<file path="src/rtl/channel_input_buffer_pkg.sv">
// Shared interconnect/link definitions: word and tag widths, the link packet,
// and the default channel buffer depth used for PE-level instantiation.
package channel_input_buffer_pkg;

  localparam int TIA_TAG_WIDTH            = 2;
  localparam int TIA_WORD_WIDTH           = 32;
  localparam int TIA_CHANNEL_BUFFER_DEPTH = 4;
  localparam int TIA_NUM_PHYSICAL_PLANES  = 4;

  typedef struct packed {
    logic [TIA_TAG_WIDTH-1:0]  tag;
    logic [TIA_WORD_WIDTH-1:0] data;
  } packet_t;

endpackage

</file>
<file path="src/rtl/link_if.sv">
// Local link between the interconnect receiver adapter and a PE channel:
// req/packet flow downstream, ack flows back upstream.
interface link_if;
  import channel_input_buffer_pkg::*;

  logic    req;
  logic    ack;
  packet_t packet;

  modport sender   (output req, output packet, input ack);
  modport receiver (input req, input packet, output ack);

endinterface

</file>
<file path="src/rtl/channel_input_buffer.sv">
// Per-plane receive FIFO: accepts link packets via req/ack and presents the
// head entry to the PE, which pops it with a single-cycle dequeue strobe.
module channel_input_buffer
  import channel_input_buffer_pkg::*;
#(
  parameter  int DEPTH       = TIA_CHANNEL_BUFFER_DEPTH,
  localparam int COUNT_WIDTH = $clog2(DEPTH + 1)
) (
  input  logic                      clock,
  input  logic                      reset,
  link_if.receiver                  input_link,
  input  logic                      dequeue,
  output logic                      head_valid,
  output logic [TIA_TAG_WIDTH-1:0]  head_tag,
  output logic [TIA_WORD_WIDTH-1:0] head_data,
  output logic [COUNT_WIDTH-1:0]    count,
  output logic                      full,
  output logic                      empty
);

  localparam int PTR_WIDTH = $clog2(DEPTH);
  localparam logic [PTR_WIDTH-1:0]   PTR_LAST   = PTR_WIDTH'(DEPTH - 1);
  localparam logic [COUNT_WIDTH-1:0] COUNT_FULL = COUNT_WIDTH'(DEPTH);

  packet_t                mem [DEPTH];
  logic [PTR_WIDTH-1:0]   rd_ptr_reg, rd_ptr_next;
  logic [PTR_WIDTH-1:0]   wr_ptr_reg, wr_ptr_next;
  logic [COUNT_WIDTH-1:0] count_reg, count_next;
  logic                   enq;
  logic                   deq;

  // Status is decoded from the registered count only, so ack never depends
  // combinationally on req or dequeue.
  assign full       = (count_reg == COUNT_FULL);
  assign empty      = (count_reg == '0);
  assign head_valid = !empty;
  assign count      = count_reg;

  assign input_link.ack = reset && !full;

  assign enq = input_link.req && input_link.ack;
  assign deq = dequeue && head_valid;

  assign head_tag  = mem[rd_ptr_reg].tag;
  assign head_data = mem[rd_ptr_reg].data;

  always_comb begin
    wr_ptr_next = wr_ptr_reg;
    rd_ptr_next = rd_ptr_reg;
    count_next  = count_reg;
    if (enq) begin
      wr_ptr_next = (wr_ptr_reg == PTR_LAST) ? '0 : wr_ptr_reg + PTR_WIDTH'(1);
    end
    if (deq) begin
      rd_ptr_next = (rd_ptr_reg == PTR_LAST) ? '0 : rd_ptr_reg + PTR_WIDTH'(1);
    end
    case ({enq, deq})
      2'b10:   count_next = count_reg + COUNT_WIDTH'(1);
      2'b01:   count_next = count_reg - COUNT_WIDTH'(1);
      default: count_next = count_reg;
    endcase
  end

  always_ff @(posedge clock or negedge reset) begin
    if (!reset) begin
      rd_ptr_reg <= '0;
      wr_ptr_reg <= '0;
      count_reg  <= '0;
    end else begin
      rd_ptr_reg <= rd_ptr_next;
      wr_ptr_reg <= wr_ptr_next;
      count_reg  <= count_next;
    end
  end

  // Storage is deliberately left out of reset so it maps onto plain RAM.
  always_ff @(posedge clock) begin
    if (enq) begin
      mem[wr_ptr_reg] <= input_link.packet;
    end
  end

  a_count_bound : assert property (@(posedge clock) disable iff (!reset)
    count_reg <= COUNT_FULL)
    else $error("channel_input_buffer: count above DEPTH");

  a_no_enq_full : assert property (@(posedge clock) disable iff (!reset)
    !(enq && full))
    else $error("channel_input_buffer: enqueue while full");

  // Popping an empty buffer is harmless in hardware, so it only warns.
  a_no_deq_empty : assert property (@(posedge clock) disable iff (!reset)
    !(dequeue && empty))
    else $warning("channel_input_buffer: dequeue while empty ignored");

  a_req_stable : assert property (@(posedge clock) disable iff (!reset)
    $past(input_link.req && !input_link.ack) |-> input_link.req)
    else $error("channel_input_buffer: req dropped before ack");

endmodule

</file>
<file path="src/flat_wrapper.sv">
// flat-port wrapper written by rule: the top's interface ports become plain ports
module channel_input_buffer_flat import channel_input_buffer_pkg::*;
#(
  parameter  int DEPTH       = TIA_CHANNEL_BUFFER_DEPTH,
  localparam int COUNT_WIDTH = $clog2(DEPTH + 1)
)
  (clock, reset, dequeue, head_valid, head_tag, head_data, count, full, empty, input_link_req, input_link_packet, input_link_ack);
  link_if input_link_i ();
  input  logic clock;
  input  logic reset;
  input  logic dequeue;
  output logic head_valid;
  output logic [TIA_TAG_WIDTH-1:0] head_tag;
  output logic [TIA_WORD_WIDTH-1:0] head_data;
  output logic [COUNT_WIDTH-1:0] count;
  output logic full;
  output logic empty;
  input wire logic [$bits(input_link_i.req)-1:0] input_link_req;
  input wire logic [$bits(input_link_i.packet)-1:0] input_link_packet;
  output wire logic [$bits(input_link_i.ack)-1:0] input_link_ack;
  assign input_link_i.req = input_link_req;
  assign input_link_i.packet = input_link_packet;
  assign input_link_ack = input_link_i.ack;
  channel_input_buffer #(.DEPTH(DEPTH)) u_core (.clock(clock), .reset(reset), .input_link(input_link_i), .dequeue(dequeue), .head_valid(head_valid), .head_tag(head_tag), .head_data(head_data), .count(count), .full(full), .empty(empty));
endmodule
</file>
<file path="config.mk">
export PLATFORM = sky130hd
export DESIGN_NAME = channel_input_buffer_flat
export DESIGN_NICKNAME = d
export VERILOG_FILES = /design/src/rtl/channel_input_buffer_pkg.sv /design/src/rtl/link_if.sv /design/src/rtl/channel_input_buffer.sv /design/src/flat_wrapper.sv
export SDC_FILE = /design/constraint.sdc
export NUM_CORES = 1
export LEC_CHECK = 0
export ABC_AREA = 1
export CORE_ASPECT_RATIO = 0.75
export CORE_UTILIZATION = 50
export DETAILED_ROUTE_END_ITERATION = 6
export PLACE_DENSITY = 0.74
export SLEW_MARGIN = 30
export SYNTH_ARGS = -nofsm -noshare
export SYNTH_HDL_FRONTEND = slang
export SYNTH_SLANG_ARGS = --single-unit
</file>
<file path="constraint.sdc">
create_clock -name clock -period 5.1 [get_ports clock]
set_input_delay 1.02 -clock clock [delete_from_list [all_inputs] [get_ports clock]]
set_output_delay 1.02 -clock clock [all_outputs]
set_load 0.005 [all_outputs]
</file>
Word-level counts from Yosys, hierarchy flattened --
Memory sizes are Yosys's and may differ from the RTL's. Index checks and enable logic that the tools add are counted.
Word-level totals: bits in latches 0, register bits 7, output and inout port bits 41, logic and storage cells 25, input port bits 38, memory bits (read-only) 0, bits in writable memories 136, memories 1
Memories:
- u_core.mem | words 4, bits a word 34, rd ports 1, clocked after Yosys merged registers in 0, wr ports 1, line channel_input_buffer.sv:25 | packet_t mem [DEPTH];
Cells by class: add/subtract/negate cells 4, bitwise operators 0, shift operators 0, mux-type cells 5, equal/unequal tests 5, magnitude comparators 0, reductions and logical operators 7, divide/modulo/power cells 0, multiply operators 0
Operators by type and width (count):
- $eq 2x2->1 const B | 3
- $pmux 3 s2 | 1
- $add 2x1->2 const B | 2
- $mux 2 | 2
- $add 3x1->3 const B | 1
- $eq 3x3->1 const B | 1
- $logic_and 1x1->1 | 3
- $logic_not 3->1 | 1
- $sub 3x1->3 const B | 1
- $eq 2x1->1 const B | 1
- $logic_not 1->1 | 2
- $mux 1 | 2
- $reduce_bool 2->1 | 1

Logic depth before layout (Yosys ltp) --
Gate-level depths: netlist (run 1).
word-level depth 6, depth in mapped cells 12, depth with buffers taken out 12

Worst setup path before layout (run 1) --
Ideal clock, no wire load.
path kind input port to flip-flop, start in input_link_req, end mem u_core.mem[0][0] in the netlist's numbering (enable), arrival time 2606 ps, setup slack 2068 ps, buffers on the path 0, setup time 425 ps, cell stages on the path 2, required time 4675 ps, cells stage by stage nand3_2 > nor2_1
On the way: cells in the longest elaborated chain, start to end 3
Ends and longest elaborated chain:
- start, declared | line flat_wrapper.sv:18 | input wire logic [$bits(input_link_i.req)-1:0] input_link_req;
- $logic_and 1x1->1 | line channel_input_buffer.sv:41 | assign enq = input_link.req && input_link.ack;
- $mux 1 | line channel_input_buffer.sv:78 | if (enq) begin
- $mux 1 (implied by the code) | line channel_input_buffer.sv:79 | mem[wr_ptr_reg] <= input_link.packet;
- end, declared | line channel_input_buffer.sv:25
No other way between the ends.

Final worst setup path (run 1) --
start reg u_core.rd_ptr_reg[1], end out head_data[20]
On the way: cells in the longest elaborated chain, start to end 1
Ends and longest elaborated chain:
- start, declared | line channel_input_buffer.sv:26 | logic [PTR_WIDTH-1:0] rd_ptr_reg, rd_ptr_next;
- start signal, assigned | line channel_input_buffer.sv:70 | rd_ptr_reg <= rd_ptr_next;
- $mem_v2 4x34
- end, declared | line flat_wrapper.sv:14 | output logic [TIA_WORD_WIDTH-1:0] head_data;
No other way between the ends.

==> results of run 1 <==
[placed cells by master, fill, tap and decap left out, types with 2 or more instances in the layout]
cell type,Yosys,layout
edfxtp_1,136,136
dfrtp_1,7,5
clkbuf_16,0,17
clkdlybuf4s50_1,0,78
clkbuf_1,1,2
buf_16,0,6
o211ai_1,34,34
ha_1,6,6
inv_1,84,84
nand2_1,83,83
bufinv_16,0,6
clkinv_2,0,3
nor2_1,7,3
clkinv_1,0,2
o21ai_0,32,32
a21oi_1,34,34
nor2_4,0,4
o21ai_1,4,4
clkinvlp_4,0,2
nand3_1,2,2
nand4_1,3,3
buf_8,0,2
[per-layer routing]
| layer | up-vias | wire [um] | track usage (%) |
|---|---|---|---|
| met5 | - | 0 | 0 |
| li1 | 1745 | - | - |
| met1 | 1726 | 5200 | 25.5 |
| met4 | 0 | 102 | 7.54 |
| met2 | 102 | 5480 | 33.0 |
| met3 | 10 | 452 | 4.77 |
[power by group through the flow]
stage | Clock, uW | Sequential, uW | Combinational (uW)
CTS | 1370 | 1610 | 1270
global route | 1420 | 1630 | 1400
detailed placement | 0 | 1630 | 1250
floorplan | 0 | 1500 | 755
finish | 1360 | 1610 | 1260
global placement | 0 | 1690 | 1090
[area by class of cell]
type	count	area (sq um)
fillers	774	3640
multi-input cells	209	1120
clock inverters	13	218
flip-flops and latches	143	4260
repair buffers	87	983
clock buffers	19	433
inverters	84	315
well taps	140	175
[final timing paths]
| check | start | end | slack (ns) | cells after the start |
|---|---|---|---|---|
| worst min register to register | u_core.count[0] | u_core.count[0] | 0.54 | 1 |
| worst max register to register | u_core.count[0] | u_core.count[2] | 2.98 | 10 |
| worst max-delay path | u_core.rd_ptr_reg[1] | head_data[20] | 1.49 | 4 |
| worst min-delay path | u_core.count[0] | u_core.count[0] | 0.54 | 1 |
| min in group asynchronous | reset | u_core.count[0] | 0.93 | 1 |
| max in group asynchronous | reset | u_core.rd_ptr_reg[0] | 3.82 | 1 |
[logic make-up after synthesis]
logic type	share of synthesized area (%)
AO/OA/AOI/OAI	10.4
XOR/XNOR	0.150
adder cells (fa/ha/maj)	1.63
buffers and inverters	8.34
flip-flops	73.0
AND/OR/NAND/NOR	6.56
[worst max-delay path: cells and delay by family (launching register included)]
kind	cells	cell delay [ns]
AOI/OAI and AO/OA	1	0.15
buffers and inverters	2	0.91
DFF	1	0.96
and+or+nand+nor	1	0.13
[metrics by stage]
step / instance area (sq um) / hold slack, ns / power, uW
detailed placement: 6860 / 0.524 / 2880
CTS: 7510 / 0.532 / 4250
finish: 7510 / 0.536 / 4230
global placement: 6670 / 0.511 / 2780
global route: 7510 / 0.577 / 4440
floorplan: 5840 / 0.492 / 2250
==> results list, run 1 <==
* Outcome: complete, no violations
- On the worst path, the slowest cell contributes a delay of between 0.9 and 1 ns.
* Count of TritonRoute iterations in the first routing pass: 4
- P per Cell Area: ~560 nW/um^2
* Maximum number of pins on one net before global-route repair: 76
- In this run the clock root is driven by a clkbuf_16.
- After layout, the worst path uses between 70% and 80% of the clock period.
* Chip width: between 100 and 150 um
- After clock tree synthesis, the clock-pin slew on the worst setup and hold paths is 0.06 ns.
- Hold Crit Class: reg -> reg
- The Yosys step of the flow raised 0 warnings.
- The area growth from synthesis to layout is 28.7%.
- Clock buffer count from CTS: 17
- Fraction of final layout cells sized beyond drive strength 1: 7.93%
- Top-count cell post-synth: edfxtp_1
* Largest cells by area after synthesis: edfxtp_1, inv_1, nand2_1
- Clock latency on the worst-skew pair: ~0.41 ns
- Non-Filler Instances: just under 700
- The worst path in the final design needs a cycle of 3.61 ns, including I/O delays and setup.
- Clock tree from TritonCTS: built
* Worst Path Class, Setup: reg -> out
- Deepest level of the CTS H-tree: 4
- Full die area: 12100 sq um
- Sum of overflow across all layers after global routing: 0
- The share of synthesized area in the top cell type comes to approximately 70%.
- Synthesis inferred between 100 and 150 register bits.
- Maximum net fanout on the critical path: ~50
- Across the VDD grid, the largest voltage drop is ~0.31 mV.
- Post-Route Setup TNS: 0 ns
- A synthesized cell averages roughly 13 sq um.
- The floorplan step defined a core boundary enclosing about 11000 sq um.
- Total of buffers placed on input and output ports: 78
* Vias in the first global route: approximately 3500
- Worst-case setup margin in the final layout: roughly 1.5 ns
- Last weighted congestion value of the routability-driven placer: between 0.7 and 0.8
- Maximum buffer depth of the clock tree: 2
- Critical path, cell by cell: buf_4 -> o211ai_1 -> nand2_1 -> clkdlybuf4s50_1
- Switching Power: about 1200 uW
* Most used standard cells in the synthesized netlist: edfxtp_1, inv_1, nand2_1, a21oi_1, o211ai_1
- Final core area utilization: between 60 and 70%
* Total count of max-transition violations in the final report: 0
- In this run switching power makes up 28.9% of total power.
- Internal power comes to ~3000 uW.
- Measured against its own limit, the worst slew margin works out to about two fifths.
- Skew final: about 0.0092 ns
- Register share of total power: between 30% and 40%
- Average wire per cell in the routed design: between 15 and 20 um
* Cell taking the most area after synthesis: edfxtp_1
- Post-Synthesis Net Count: 504
- Setup repair after global routing left no endpoint under its margin.
- Post-CTS Setup Inserts: 0
- Post-synthesis instance total: roughly 460
- The count of nets left with antenna violations once routing finished came out at 0.
- For this block, the via count after detailed routing is around 3600.
- Final wirelength: between 10000 and 15000 um
* Post-layout nets: approximately 600
- In this run, post-CTS hold repair placed 0 buffers.
* 1st-iter DRT viols: 321
- The netlist uses 20 different library cells.
- The floorplan has 33 rows.
* Number of enable flip-flop cells after synthesis: around 140
* Data arrival at the endpoint of the critical path: roughly 2.6 ns
* Placed Cells incl. Taps: ~660
- Max FFs per register: ~140
- Hold violation count in the final report: 0
- Per report_power, the clock group accounts for 32.1% of the total.
- Post-detailed-placement half-perimeter wirelength: 6740 um
* DR vias/cell: slightly above 5
- Total standard cell area after synthesis: about 6000 sq um
* Final setup fails: 0
- Top FF cell, synth: edfxtp_1
* Fraction of power consumed by combinational cells: approximately 30%
* Data required time at the worst endpoint: ~4.1 ns
- Max_cap viols: 0
- Among all stages on the critical path, the largest delay is contributed by dfrtp_2.
- Die outline height: approximately 96 um
* Number of antenna violations at the first check in global routing: 0
- Of all flip-flops after synthesis, the portion carrying an async set or reset was about 4.9%.
* Boundary Pins: between 70 and 80
- Leakage power total: 0.00290 uW
- Timing analysis after detailed placement gives a worst setup slack of approximately 1.6 ns.
- Post-CTS Resized: 0
- Count of unresolved DRC violations after routing: 0
- Count of antenna diodes in the layout: 0
* Clock net sink count: between 100 and 150
* Startpoint class of the critical path: flip-flop
* Sort of element at the end of the critical path: output pin
- For this run, the register share of the synthesized area comes to 73.0%.
- Initial Util: 52.4%
- Timing would allow up to around 280 MHz.
- For the pin with the worst max-slew slack, the measured transition is slightly above 0.9 ns.
- The first global-routing pass estimated roughly 17000 um of wire.
- Global router's overall resource usage: 19.8%
Power figures use the tool's default switching activity.
==> run 2: changes to the inputs <==
--- a/config.mk
+++ b/config.mk
@@ -7,9 +7,9 @@
 export LEC_CHECK = 0
 export ABC_AREA = 1
 export CORE_ASPECT_RATIO = 0.75
-export CORE_UTILIZATION = 50
+export CORE_UTILIZATION = 49
 export DETAILED_ROUTE_END_ITERATION = 6
-export PLACE_DENSITY = 0.74
+export PLACE_DENSITY = 0.75
 export SLEW_MARGIN = 30
 export SYNTH_ARGS = -nofsm -noshare
 export SYNTH_HDL_FRONTEND = slang
==> constraint.sdc (replaced) <==
create_clock -name clock -period 3.1 [get_ports clock]
set_input_delay 0.62 -clock clock [delete_from_list [all_inputs] [get_ports clock]]
set_output_delay 0.62 -clock clock [all_outputs]
set_load 0.005 [all_outputs]
==> run 2 against run 1 <==
Critical endpoint is now head_tag[0]. Utilization shrank 3.2 points. Global-route usage shrank 1.5 points. Critical path type unchanged. Highest routed layer unchanged. Via count shrank 1.3%.
==> results list, run 2 (synthesis results as in run 1) <==
- Count of antenna diodes in the layout: 0
- Of the total power, combinational logic draws ~31%.
- In this run the static leakage power is about 0.0029 uW.
- The flow ran to the end, and the final reports show no timing, DRC or antenna violations.
- Number of rows in the core area: 34
- The number of hold violations in the final report is 0.
- The global routing stage identified its most utilized layer as met2.
* Global routing met1 resource utilization: a little under a quarter
- Post-route fraction of the period consumed by the critical path: roughly 93%
* Met2 Usage GRT: between 20% and 30%
- Fraction of power consumed by the clock network: between 30% and 40%
* Post-route ant nets: 0
- Worst Reg-to-Reg Cells: 10
- The clock passes through at most 2 buffers.
- The library cell used most frequently in the layout, excluding fill and tap cells, is edfxtp_1.
- Once the floorplan was initialized, standard cells occupied between 50% and 60% of the core.
- Hold Crit Class: in -> async
- Once detailed placement completed, the half-perimeter wirelength came to 6260 um.
- The number of gates resized after CTS was 0.
* Total of buffers placed on input and output ports: between 70 and 80
- Non-Filler Instances: slightly above 700
- 1st-iter DRT viols: between 200 and 300
- Last weighted congestion value of the routability-driven placer: around 0.77
- Number of antenna violations at the first check in global routing: 0
- Final cell area excluding filler cells: ~7500 sq um
- Highest-count cells in the layout ignoring fill and taps: edfxtp_1, inv_1, nand2_1
* Clock latency on the worst-skew pair: between 0.4 and 0.5 ns
* Final setup fails: 0
- Final wirelength: 10500 um
- Detailed routing inserted a total of about 3500 vias.
* Clock buffer count from CTS: 17
* Timing startpoint of the critical path: u_core.rd_ptr_reg[0]
- After detailed routing, the number of vias per cell comes to slightly below 5.
- Hold repair after CTS inserted 0 buffers.
- Post-Route Setup TNS: 0 ns
* Reg-to-reg startpoint: u_core.count[0]
- Average wire per cell in the routed design: about 15 um
- P per Cell Area: just over 900 nW/um^2
- Per report_power, the sequential group accounts for about 38% of the total.
- Fraction of power spent switching nets: 28.7%
* Post-layout nets: 587
- Core Region: 11600 sq um
- At the pin with the least slew margin, the transition time is between 0.4 and 0.5 ns.
* Clock tree from TritonCTS: built
* Die outline height: 96.5 um
- RSZ-0062 raised after global routing: no
- Maximum number of pins on one net before global-route repair: 67
* Clock edge transition at the registers on the reported setup and hold paths: 0.06 ns
- Maximum net fanout on the critical path: 66
- The register with the most flip-flops in the layout has 136 of them.
- Final-layout worst hold slack: just over 0.5 ns
- Boundary Pins: slightly below 80
- Vias in the first global route: between 3000 and 4000
- Full die area: roughly 12000 sq um
- Post-CTS Setup Inserts: 0
- The critical path is of the reg -> out type.
- After detailed placement, the design holds a cell count of roughly 690.
* Fmax: 346 MHz
* Data arrival at the endpoint of the critical path: 2.27 ns
- For this run, global-route usage on met3 was measured as between 5 and 6%.
- Internal power contribution: between 4000 and 5000 uW
* Setup slack of the worst register-to-register path: between 1 and 1.5 ns
* Count of TritonRoute iterations in the first routing pass: 5
- Max_cap viols: 0
- Count of unresolved DRC violations after routing: 0
- Min Clock Period, post-route: between 2 and 3 ns
- Sort of element at the end of the critical path: output pin
- Of the cells placed in the final design, the portion with a size suffix greater than 1 is between 7 and 8%.
- Global routing consumed, over all layers together, roughly 18% of the routing resources.
- FF-to-FF End: u_core.count[2]
- From synthesis to final layout, the design area changed by 27.7%.
- The die is roughly 130 um wide.
* Deepest level of the CTS H-tree: 4
* Maximum ir drop on the vdd rail: between 0.5 and 0.6 mV
- The placed instances occupy a cell area of between 6000 and 7000 sq um.
* Switching Power: about 2000 uW
* Clock root buffer master: clkbuf_16
- The worst pin sits at a relative slew slack of approximately two thirds.
- The first global-routing pass estimated between 15000 and 20000 um of wire.
* Total count of max-transition violations in the final report: 0
- For this run the aggregate overflow at the end of global routing stands at 0.
- At the worst endpoint, the required time is around 2.5 ns.
- The most critical setup path has its endpoint at head_tag[0].
- Startpoint class of the critical path: flip-flop
* Clock net sink count: ~140
- Between clock sinks in the finished design, the worst skew comes to approximately 0.010 ns.
run 2: layout make-up:
| type | instances | area, sq um |
|---|---|---|
| Timing Repair Buffer | 87 | 923 |
| Inverter | 84 | 315 |
| Fill cell | 853 | 4160 |
| Sequential cell | 143 | 4260 |
| Clock buffer | 19 | 433 |
| Clock inverter | 13 | 194 |
| Multi-Input combinational cell | 209 | 1120 |
| Tap cell | 162 | 203 |
run 2: how the worst min path moves through the flow:
stage | startpoint | to | slack [ns] | depth (start not counted)
6_report | reset | u_core.count[2] | 0.52 | 2
5_1_grt | reset | u_core.count[2] | 0.55 | 2
3_3_place_gp | u_core.count[0] | u_core.count[0] | 0.51 | 1
4_1_cts | reset | u_core.count[2] | 0.51 | 2
3_5_place_dp | u_core.wr_ptr_reg[1] | u_core.wr_ptr_reg[1] | 0.52 | 2
2_1_floorplan | reset | u_core.count[0] | 0.32 | 0
run 2: per-stage QoR:
| stage | worst slack (ns) | power, uW | util [%] |
|---|---|---|---|
| floorplan | 0.468 | 3710 | - |
| global placement | 0.556 | 4660 | 58.8 |
| detailed placement | 0.442 | 4720 | 58.8 |
| CTS | 0.188 | 6870 | 64.2 |
| global route | 0.0736 | 7180 | 64.2 |
| finish | 0.211 | 6810 | 64.2 |
run 2: critical path, cell delays in order, from the launching register on:
cell             delay, ns
dfrtp_4               0.68
buf_12                0.28
a21oi_1               0.17
o21ai_0               0.09
nand2_1               0.10
clkdlybuf4s50_1       0.51
run 2: routing by layer:
| metal | part of all wire [%] | wire, um | vias up |
|---|---|---|---|
| met1 | 46 | 4870 | 1697 |
| li1 | - | - | 1742 |
| met2 | 48 | 5010 | 82 |
| met5 | 0 | 0 | - |
| met3 | 4.3 | 452 | 15 |
| met4 | 1.4 | 149 | 0 |
run 2: power by group through the flow:
stage / Combinational, uW / Clock [uW] / Sequential (uW)
2_1_floorplan: 1240 / 0 / 2460
3_3_place_gp: 2070 / 0 / 2590
3_5_place_dp: 2120 / 0 / 2610
4_1_cts: 2130 / 2170 / 2570
5_1_grt: 2340 / 2240 / 2600
6_report: 2100 / 2140 / 2560
==> run 3: changes to the inputs <==
--- a/config.mk
+++ b/config.mk
@@ -9,6 +9,7 @@
 export CORE_ASPECT_RATIO = 0.75
 export CORE_UTILIZATION = 49
 export DETAILED_ROUTE_END_ITERATION = 6
+export GPL_ROUTABILITY_DRIVEN = 0
 export PLACE_DENSITY = 0.75
 export SLEW_MARGIN = 30
 export SYNTH_ARGS = -nofsm -noshare
==> results of run 3 <==
No change in the layout: final DEF, timing and power equal those of run 2.
